<file path="config.mk">
export PLATFORM = sky130hd
export DESIGN_NAME = conv_check_5d_flat
export DESIGN_NICKNAME = d
export VERILOG_FILES = /design/src/rtl/fastica_pkg.sv /design/src/rtl/conv_check_5d_if.sv /design/src/rtl/fx_mac.sv /design/src/rtl/conv_check_5d.sv /design/src/flat_wrapper.sv
export SDC_FILE = /design/constraint.sdc
export NUM_CORES = 2
export LEC_CHECK = 0
export CELL_PAD_IN_SITES_DETAIL_PLACEMENT = 2
export CELL_PAD_IN_SITES_GLOBAL_PLACEMENT = 2
export CORE_MARGIN = 3
export CORE_UTILIZATION = 35
export DETAILED_ROUTE_END_ITERATION = 10
export HOLD_SLACK_MARGIN = 0.05
export PLACE_DENSITY_LB_ADDON = 0.08
export REMOVE_ABC_BUFFERS = 1
export SLEW_MARGIN = 20
export SYNTH_ARGS = -nofsm -noshare
export SYNTH_HDL_FRONTEND = slang
export SYNTH_HIERARCHICAL = 1
export SYNTH_SLANG_ARGS = --single-unit
</file>
<file path="constraint.sdc">
create_clock -name clk -period 12.6 [get_ports clk]
set_input_delay 1.26 -clock clk [delete_from_list [all_inputs] [get_ports clk]]
set_output_delay 1.26 -clock clk [all_outputs]
set_load 0.02 [all_outputs]
</file>
<file path="src/rtl/fastica_pkg.sv">
// fastica_pkg: shared fixed-point constants, FSM state type and saturation helper
package fastica_pkg;
  localparam int DATA_W = 32;
  localparam int ACC_W = DATA_W + 4;
  localparam int FRAC_BITS = 20;
  localparam logic signed [DATA_W-1:0] ONE = 32'sh0010_0000;
  typedef enum logic [1:0] {IDLE, MAC, CMP, DONE} conv_state_t;
  function automatic logic signed [DATA_W-1:0] sat_q(input logic signed [ACC_W-1:0] a);
    logic signed [ACC_W-1:0] hi, lo;
    hi = {{(ACC_W-DATA_W+1){1'b0}}, {(DATA_W-1){1'b1}}};
    lo = {{(ACC_W-DATA_W+1){1'b1}}, {(DATA_W-1){1'b0}}};
    return a > hi ? {1'b0, {(DATA_W-1){1'b1}}} : a < lo ? {1'b1, {(DATA_W-1){1'b0}}} : a[DATA_W-1:0];
  endfunction
endpackage

</file>
<file path="src/rtl/conv_check_5d_if.sv">
// conv_check_5d_if: request/result bundle between the normaliser side and the convergence checker
interface conv_check_5d_if import fastica_pkg::*; #(
  parameter int DIMENSIONS = 5,
  parameter int DATA_WIDTH = DATA_W,
  parameter int ITER_WIDTH = 8
);
  logic [DIMENSIONS*DATA_WIDTH-1:0] w_in;
  logic start;
  logic clear;
  logic busy;
  logic done;
  logic converged;
  logic max_iter_hit;
  logic [DATA_WIDTH-1:0] dot_out;
  logic [ITER_WIDTH-1:0] iter_count;
  modport master(output w_in, start, clear, input busy, done, converged, max_iter_hit, dot_out, iter_count);
  modport slave(input w_in, start, clear, output busy, done, converged, max_iter_hit, dot_out, iter_count);
endinterface

</file>
<file path="src/rtl/fx_mac.sv">
// fx_mac: signed Q-format multiply, arithmetic rescale and wide accumulate with sync clear
module fx_mac import fastica_pkg::*; #(
  parameter int DATA_WIDTH = DATA_W,
  parameter int FRAC_BITS = fastica_pkg::FRAC_BITS,
  parameter int ACC_WIDTH = ACC_W
) (
  input  logic clk,
  input  logic nreset,
  input  logic clr,
  input  logic en,
  input  logic signed [DATA_WIDTH-1:0] a,
  input  logic signed [DATA_WIDTH-1:0] b,
  output logic signed [ACC_WIDTH-1:0] acc
);
  logic signed [2*DATA_WIDTH-1:0] prod;
  assign prod = a * b;
  // accumulate the rescaled product; clear has priority over enable
  always_ff @(posedge clk)
    if (!nreset || clr) acc <= '0;
    else if (en) acc <= acc + ACC_WIDTH'(prod >>> FRAC_BITS);
endmodule

</file>
<file path="src/rtl/conv_check_5d.sv">
// conv_check_5d: dot product of successive FastICA vectors and convergence/iteration tracking
module conv_check_5d import fastica_pkg::*; #(
  parameter int DIMENSIONS = 5,
  parameter int DATA_WIDTH = DATA_W,
  parameter int FRAC_BITS = fastica_pkg::FRAC_BITS,
  parameter logic [DATA_WIDTH-1:0] TOL = 'h400,
  parameter int MAX_ITER = 64,
  parameter int ITER_WIDTH = 8
) (
  input logic clk,
  input logic nreset,
  conv_check_5d_if.slave bus
);
  localparam int ACC_WIDTH = DATA_WIDTH + 4;
  localparam int IDXW = $clog2(DIMENSIONS);
  localparam logic [ACC_WIDTH-1:0] THRESH = (ACC_WIDTH'(1) << FRAC_BITS) - ACC_WIDTH'(TOL);
  conv_state_t state, state_n;
  logic [IDXW-1:0] idx;
  logic [DIMENSIONS*DATA_WIDTH-1:0] w_cur, w_prev;
  logic prev_valid, accept;
  logic signed [ACC_WIDTH-1:0] acc, acc_abs;
  logic [ITER_WIDTH-1:0] iter_n;
  assign accept = state == IDLE && bus.start && !bus.clear;
  assign acc_abs = acc < 0 ? -acc : acc;
  assign iter_n = bus.iter_count == ITER_WIDTH'(MAX_ITER) ? bus.iter_count : bus.iter_count + 1'b1;
  assign bus.busy = state != IDLE;
  assign bus.done = state == DONE;
  fx_mac #(.DATA_WIDTH(DATA_WIDTH), .FRAC_BITS(FRAC_BITS), .ACC_WIDTH(ACC_WIDTH)) u_mac (
    .clk(clk),
    .nreset(nreset),
    .clr(accept),
    .en(state == MAC),
    .a(w_cur[idx*DATA_WIDTH +: DATA_WIDTH]),
    .b(w_prev[idx*DATA_WIDTH +: DATA_WIDTH]),
    .acc(acc)
  );
  // state register
  always_ff @(posedge clk)
    if (!nreset) state <= IDLE;
    else state <= state_n;
  // sequencing: clear aborts from anywhere, start only honoured when idle
  always_comb begin
    state_n = state;
    state_n = bus.clear ? IDLE :
              state == IDLE ? (bus.start ? MAC : IDLE) :
              state == MAC ? (idx == IDXW'(DIMENSIONS-1) ? CMP : MAC) :
              state == CMP ? DONE : IDLE;
  end
  // operand capture, element index and result registers updated in CMP
  always_ff @(posedge clk)
    if (!nreset) begin
      idx <= '0;
      w_cur <= '0;
      w_prev <= '0;
      prev_valid <= 1'b0;
      bus.dot_out <= '0;
      bus.converged <= 1'b0;
      bus.max_iter_hit <= 1'b0;
      bus.iter_count <= '0;
    end else if (bus.clear) begin
      prev_valid <= 1'b0;
      bus.converged <= 1'b0;
      bus.max_iter_hit <= 1'b0;
      bus.iter_count <= '0;
    end else begin
      if (accept) begin
        w_cur <= bus.w_in;
        idx <= '0;
      end
      if (state == MAC) idx <= idx + 1'b1;
      if (state == CMP) begin
        bus.dot_out <= prev_valid ? sat_q(acc) : '0;
        bus.converged <= prev_valid && $unsigned(acc_abs) >= THRESH;
        w_prev <= w_cur;
        prev_valid <= 1'b1;
        bus.iter_count <= iter_n;
        bus.max_iter_hit <= iter_n == ITER_WIDTH'(MAX_ITER);
      end
    end
endmodule

</file>
<file path="src/flat_wrapper.sv">
// flat-port wrapper written by rule: the top's interface ports become plain ports
module conv_check_5d_flat import fastica_pkg::*;
#(
  parameter int DIMENSIONS = 5,
  parameter int DATA_WIDTH = DATA_W,
  parameter int FRAC_BITS = fastica_pkg::FRAC_BITS,
  parameter logic [DATA_WIDTH-1:0] TOL = 'h400,
  parameter int MAX_ITER = 64,
  parameter int ITER_WIDTH = 8
)
  (clk, nreset, bus_w_in, bus_start, bus_clear, bus_busy, bus_done, bus_converged, bus_max_iter_hit, bus_dot_out, bus_iter_count);
  conv_check_5d_if #(.DIMENSIONS(DIMENSIONS), .DATA_WIDTH(DATA_WIDTH), .ITER_WIDTH(ITER_WIDTH)) bus_i ();
  input logic clk;
  input logic nreset;
  input wire logic [$bits(bus_i.w_in)-1:0] bus_w_in;
  input wire logic [$bits(bus_i.start)-1:0] bus_start;
  input wire logic [$bits(bus_i.clear)-1:0] bus_clear;
  output wire logic [$bits(bus_i.busy)-1:0] bus_busy;
  output wire logic [$bits(bus_i.done)-1:0] bus_done;
  output wire logic [$bits(bus_i.converged)-1:0] bus_converged;
  output wire logic [$bits(bus_i.max_iter_hit)-1:0] bus_max_iter_hit;
  output wire logic [$bits(bus_i.dot_out)-1:0] bus_dot_out;
  output wire logic [$bits(bus_i.iter_count)-1:0] bus_iter_count;
  assign bus_i.w_in = bus_w_in;
  assign bus_i.start = bus_start;
  assign bus_i.clear = bus_clear;
  assign bus_busy = bus_i.busy;
  assign bus_done = bus_i.done;
  assign bus_converged = bus_i.converged;
  assign bus_max_iter_hit = bus_i.max_iter_hit;
  assign bus_dot_out = bus_i.dot_out;
  assign bus_iter_count = bus_i.iter_count;
  conv_check_5d #(.DIMENSIONS(DIMENSIONS), .DATA_WIDTH(DATA_WIDTH), .FRAC_BITS(FRAC_BITS), .TOL(TOL), .MAX_ITER(MAX_ITER), .ITER_WIDTH(ITER_WIDTH)) u_core (.clk(clk), .nreset(nreset), .bus(bus_i));
endmodule
</file>
After elaboration in Yosys (flattened, before gate mapping)
Index checks and enable logic that the tools add are counted.
{"block": "totals", "out_inout_bits": 44, "register_bits": 404}
{"block": "classes", "n_mul": 1, "n_addsub": 4, "order_cmp": 4, "n_mux": 12, "bitwise": 2, "n_reduce_logical": 13, "shifts": 2, "eq_ne": 6}
{"cell": "$shiftx 160x9->32", "count": 2}
{"cell": "$mux 32", "count": 3}
{"cell": "$mul 32x32->56", "count": 1}
{"cell": "$add 36x36->36", "count": 1}
{"cell": "$ge 36x20->1 const B", "count": 1}
{"cell": "$gt 36x32->1 const B", "count": 1}
{"cell": "$lt 36x1->1 const B", "count": 1}
{"cell": "$lt 36x32->1 const B", "count": 1}
{"cell": "$mux 36", "count": 1}
{"cell": "$neg 36->36", "count": 1}
{"cell": "$eq 8x7->1 const B", "count": 2}
{"cell": "$add 8x1->8 const B", "count": 1}
{"cell": "$mux 2", "count": 4}
{"cell": "$mux 8", "count": 1}
{"cell": "$mux 3", "count": 2}
{"cell": "$reduce_and 2->1", "count": 3}
{"cell": "$eq 2x2->1 const B", "count": 2}
{"cell": "$reduce_bool 2->1", "count": 2}
{"cell": "$add 3x1->3 const B", "count": 1}
{"cell": "$eq 3x3->1 const B", "count": 1}
{"cell": "$logic_and 1x1->1", "count": 3}
{"cell": "$eq 2x1->1 const B", "count": 1}
{"cell": "$logic_not 1->1", "count": 2}
{"cell": "$logic_not 2->1", "count": 1}
{"cell": "4 further kinds", "count": 5}

Depth between registers and ports, before layout
{"block": "depth", "ltp_word": 5, "depth_mapped": 45}

By module
Netlist, hierarchy kept.
{"mod": "fx_mac", "area_each_um2": 35328.9, "seq_area_each_um2": 720.7, "cells_each": 3800, "n_inst": 1}
{"mod": "conv_check_5d", "area_each_um2": 16821.1, "seq_area_each_um2": 7367.1, "cells_each": 2043, "n_inst": 1}

Worst setup path before layout
No wires, ideal clock.
{"block": "synth_path", "kind": "flip-flop to flip-flop", "startpoint": "reg u_core.idx[0]", "endpoint": "reg u_core.u_mac.acc[35]", "arrival_ps": 10750, "path_stages_with_launch": 40, "synth_period_minus_slack_ps": 10830, "setup_slack_ps": 1770, "required_time_ps": 12520, "cell_sequence": "dfxtp_1 -> clkbuf_1 -> clkbuf_1 -> clkbuf_1 -> mux4_2 -> inv_1 -> o21ai_0 -> clkbuf_1 -> nand2_1 -> fa_1 -> fa_1 -> fa_1 -> fa_1 -> inv_1 -> fa_1 -> fa_1 -> fa_1 -> fa_1 -> [... 4 more ...] -> nor3_1 -> o21ai_0 -> nand2_1 -> a21oi_1 -> o21bai_1 -> a21oi_1 -> xnor2_1 -> ha_1 -> a21oi_1 -> o21a_1 -> o2bb2ai_1 -> a211o_1 -> a21o_1 -> a221o_1 -> a311oi_1 -> xnor2_1 -> mux4_2 -> o2111ai_2"}
{"block": "synth_via", "elab_chain_len": 3, "elab_cells_between_ends": 4}
{"item": "start, declared", "line": "conv_check_5d.sv:18", "rtl": "logic [IDXW-1:0] idx;"}
{"item": "start signal, assigned", "line": "conv_check_5d.sv:70", "rtl": "if (state == MAC) idx <= idx + 1'b1;"}
{"item": "$shiftx 160x9->32 (on tied branches)", "line": "conv_check_5d.sv:33, conv_check_5d.sv:34"}
{"item": "$mul 32x32->56 *", "line": "fx_mac.sv:16", "rtl": "assign prod = a * b;"}
{"item": "$add 36x36->36 *", "line": "fx_mac.sv:20", "rtl": "else if (en) acc <= acc + ACC_WIDTH'(prod >>> FRAC_BITS);"}
{"item": "end signal, assigned", "line": "fx_mac.sv:20"}
{"item": "end, declared", "line": "fx_mac.sv:13", "rtl": "output logic signed [ACC_WIDTH-1:0] acc"}
Mark *: on every way between the ends. The rest lies on a longest branch, timed or not.
A chain may end at the register's enable or synchronous reset.

Worst setup path in the final report
Ends and elaborated chain as after synthesis.

==> results.cfg <==
[setup_path]
max_stage_delay_ns = 0.79
cp.required_ns = 13.15
arrival_ns = 12.54
critPathSlowestCell = a221oi_1
startpoint_type = register
critPathMostFrequentCell = fa_1
worst-setup-path-type = register to register
crit_fanout = 32
end_kind = register

[drt]
drt_iter0_markers = 1541
final_antenna_net_count = 0
vias_per_cell = 5.04
post-route-drc-count = 0
wire_per_inst_um = 23.3
first_pass_iters = 5
drt-total-wl_um = 183000
vias = 39600

[power_and_ir_drop]
leakage_nw = 25.5
ir_worst_vdd_v = 0.000120
power.density_nw_per_um2 = 52.4

[logic_synthesis]
synth_edf_count = 0
yosysTopAreaCell = fa_1
synth.area.top_cells = fa_1 (38%), dfxtp_1 (16%), nand2_1 (9.1%)
synth-seq-area-share_pct = 15.5
syn_inst = 5843
syn_area_um2 = 52200
avgSynthCellArea_um2 = 8.93
synth_cell_types = 86
synth_seq_cells = 404
ys.flop_type = dfxtp_1
async_reset_ff_share_pct = 0
synth_top_area_share_pct = 37.7
yosysWarnings = 6

[finish]
drive_gt1_share_pct = 6.47
fin_cells = 7860
layout.nets = 7243
syn2layout_area_growth_pct = 12.5

[die]
die_h_um = 392
die_width_um = 392
core_area_um2 = 148000
rows = 141
io_pins = 208
initial_core_util_pct = 35.3
dieArea_um2 = 154000

[sta]
max_freq_mhz = 83.4
final_hold_viol_count = 0
fin_crit_sh_pct = 95.2
fin_setup_tns_ns = 0
max_slew_margin_pct = 25.0
finClkSkew_ns = 0.0686
rsz0062_at_grt = false
hold_slack_ns = 0.466
finalCriticalPeriod_ns = 11.99
slew_viol_final = 0
worstMarginPinSlew_ns = 1.12
setup_viol = 0

[global_routing]
grt.total_usage_pct = 24.2
grt_start_max_net_pins = 94
grt_remaining_overflow = 0
grt_pass1_wl_um = 282000
grt_pass1_vias = 46300
antenna_found_initial = 9

[placed_design]
hpwl_um = 147000
gp_congestion = 0.823
port_buffers = 207
place_inst = 7760

[min_path]
hold_class = register to register

[job]
cap_viol_max_count = 0

[clocking]
postCtsHoldBufs = 0
cts_max_path_buffers = 3
clock-sinks = 404
h-tree-depth = 2
cts_tree = done
clk_latency_ns = 0.67
ctsResizeCount = 0
path_clk_slew_ns = 0.06
root_buffer = clkbuf_16
cts_buffers = 50

[run_status]
status = finished, final reports clean
[flip-flops by register name, summed over array words and instances (netlist names)]
| signal | flops |
|---|---|
| u_core/w_cur | 160 |
| u_core/w_prev | 160 |
| u_core/u_mac/acc | 36 |
| u_core/bus.dot_out | 32 |
| u_core/bus.iter_count | 8 |
| u_core/idx | 3 |
| u_core/state | 2 |
| u_core/bus.converged | 1 |
| u_core/bus.max_iter_hit | 1 |
| u_core/prev_valid | 1 |
[path summary, 6_finish.rpt]
path                                   startpoint                    to  slack (ns)  cells after the start
worst min register to register  u_core/w_prev[92]     u_core/w_prev[92]        0.47                      2
worst max-delay path                u_core/idx[0]  u_core/u_mac/acc[35]        0.61                     37
worst min-delay path            u_core/w_prev[92]     u_core/w_prev[92]        0.47                      2
worst max register to register      u_core/idx[0]  u_core/u_mac/acc[35]        0.61                     37
[stage by stage]
| stage | cell area (µm²) | worst slack [ns] | util, % | power (mW) |
|---|---|---|---|---|
| after floorplan | 50800 | -0.520 | - | 1.45 |
| after detailed placement | 56900 | 0.548 | 38.5 | 1.64 |
| after global placement | 56900 | 0.687 | 38.5 | 1.64 |
| final | 58700 | 0.608 | 39.7 | 3.08 |
| after global routing | 58600 | 0.0510 | 39.7 | 3.22 |
| after CTS | 58600 | 0.497 | 39.6 | 3.14 |
[area by class of cell]
type | count | area (µm²)
fillers | 16300 | 89200
multi-input cells | 4124 | 39500
flip-flops and latches | 404 | 8100
inverters | 959 | 3600
repair buffers | 345 | 3310
well taps | 1930 | 2410
clock buffers | 75 | 1490
clock inverters | 14 | 189
diodes | 9 | 22.5
[what timing repair did]
action,4_1_cts,5_1_grt
endpoints found under the hold margin,0,0
buffers inserted,0,2
endpoints found under the setup margin,0,1
[report_power, final]
group          internal, mW  leakage, nW  switching, mW
clock                 0.841        0.807          0.629
combinational         0.111         21.4          0.170
sequential             1.30         3.27         0.0248
total                  2.25         25.5          0.824
[synthesized netlist by cell type, types with 5 or more instances]
cell type / number
o21ai_1: 7
a21o_1: 34
nor2b_1: 25
nand2_1: 1271
a21boi_1: 25
xnor2_1: 65
o211ai_1: 7
a211oi_1: 8
nand2b_1: 21
nor4_1: 9
fa_1: 983
a21boi_0: 331
ha_1: 212
clkbuf_1: 340
and2_1: 498
a31oi_1: 14
or3_1: 8
o21ai_0: 133
buf_1: 12
o21bai_1: 5
o22ai_1: 5
xor2_1: 30
nand4_1: 16
nand3_1: 31
nor2_1: 91
inv_1: 957
dfxtp_1: 404
mux2i_1: 25
a21oi_1: 82
and4_1: 5
and3_1: 10
o21a_1: 9
mux4_2: 65
nor3_1: 20
[layout by cell type, fill, tap and decap left out, drive strengths merged, types with 5 or more instances in the layout]
cell / n
nand2: 1272
fa: 983
inv: 960
and2: 498
dfxtp: 404
a21boi: 356
ha: 212
clkdlybuf4s50: 206
o21ai: 140
buf: 139
nor2: 91
a21oi: 83
clkbuf: 75
mux4: 65
xnor2: 65
a21o: 35
nand3: 31
xor2: 30
mux2i: 25
nor2b: 25
nand2b: 21
nor3: 21
nand4: 16
a31oi: 14
nor4: 12
and3: 10
diode: 9
o21a: 9
a211oi: 9
clkinv: 9
or3: 8
o211ai: 8
or4: 7
o22ai: 6
and4: 5
o21bai: 5
[layer usage]
layer	vias to the layer above	GRT usage (%)	part of all wire, %
met5	-	0	0.0049
li1	17900	-	-
met1	21200	29.9	42
met3	184	1.69	2.4
met4	2	6.12	2.5
met2	385	45.2	53
[cells by family after synthesis]
logic type / share of synthesized area, %
AND/OR/NAND/NOR: 18.0
buffers and inverters: 9.47
adder cells (fa/ha/maj): 42.8
AO/OA/AOI/OAI: 9.31
flip-flops: 15.5
XOR/XNOR: 1.60
multiplexers: 3.31
[critical path, delay by kind of cell, from the launching register on]
family          cells  cell delay [ns]
mux                 1             0.35
flops               1             0.45
compound gates     14             3.71
xor+xnor            2             0.44
simple gates        4             1.16
fa+ha+maj          10             4.66
buf+inv             6             1.09
Note: power is estimated with default switching activity, not from simulation.
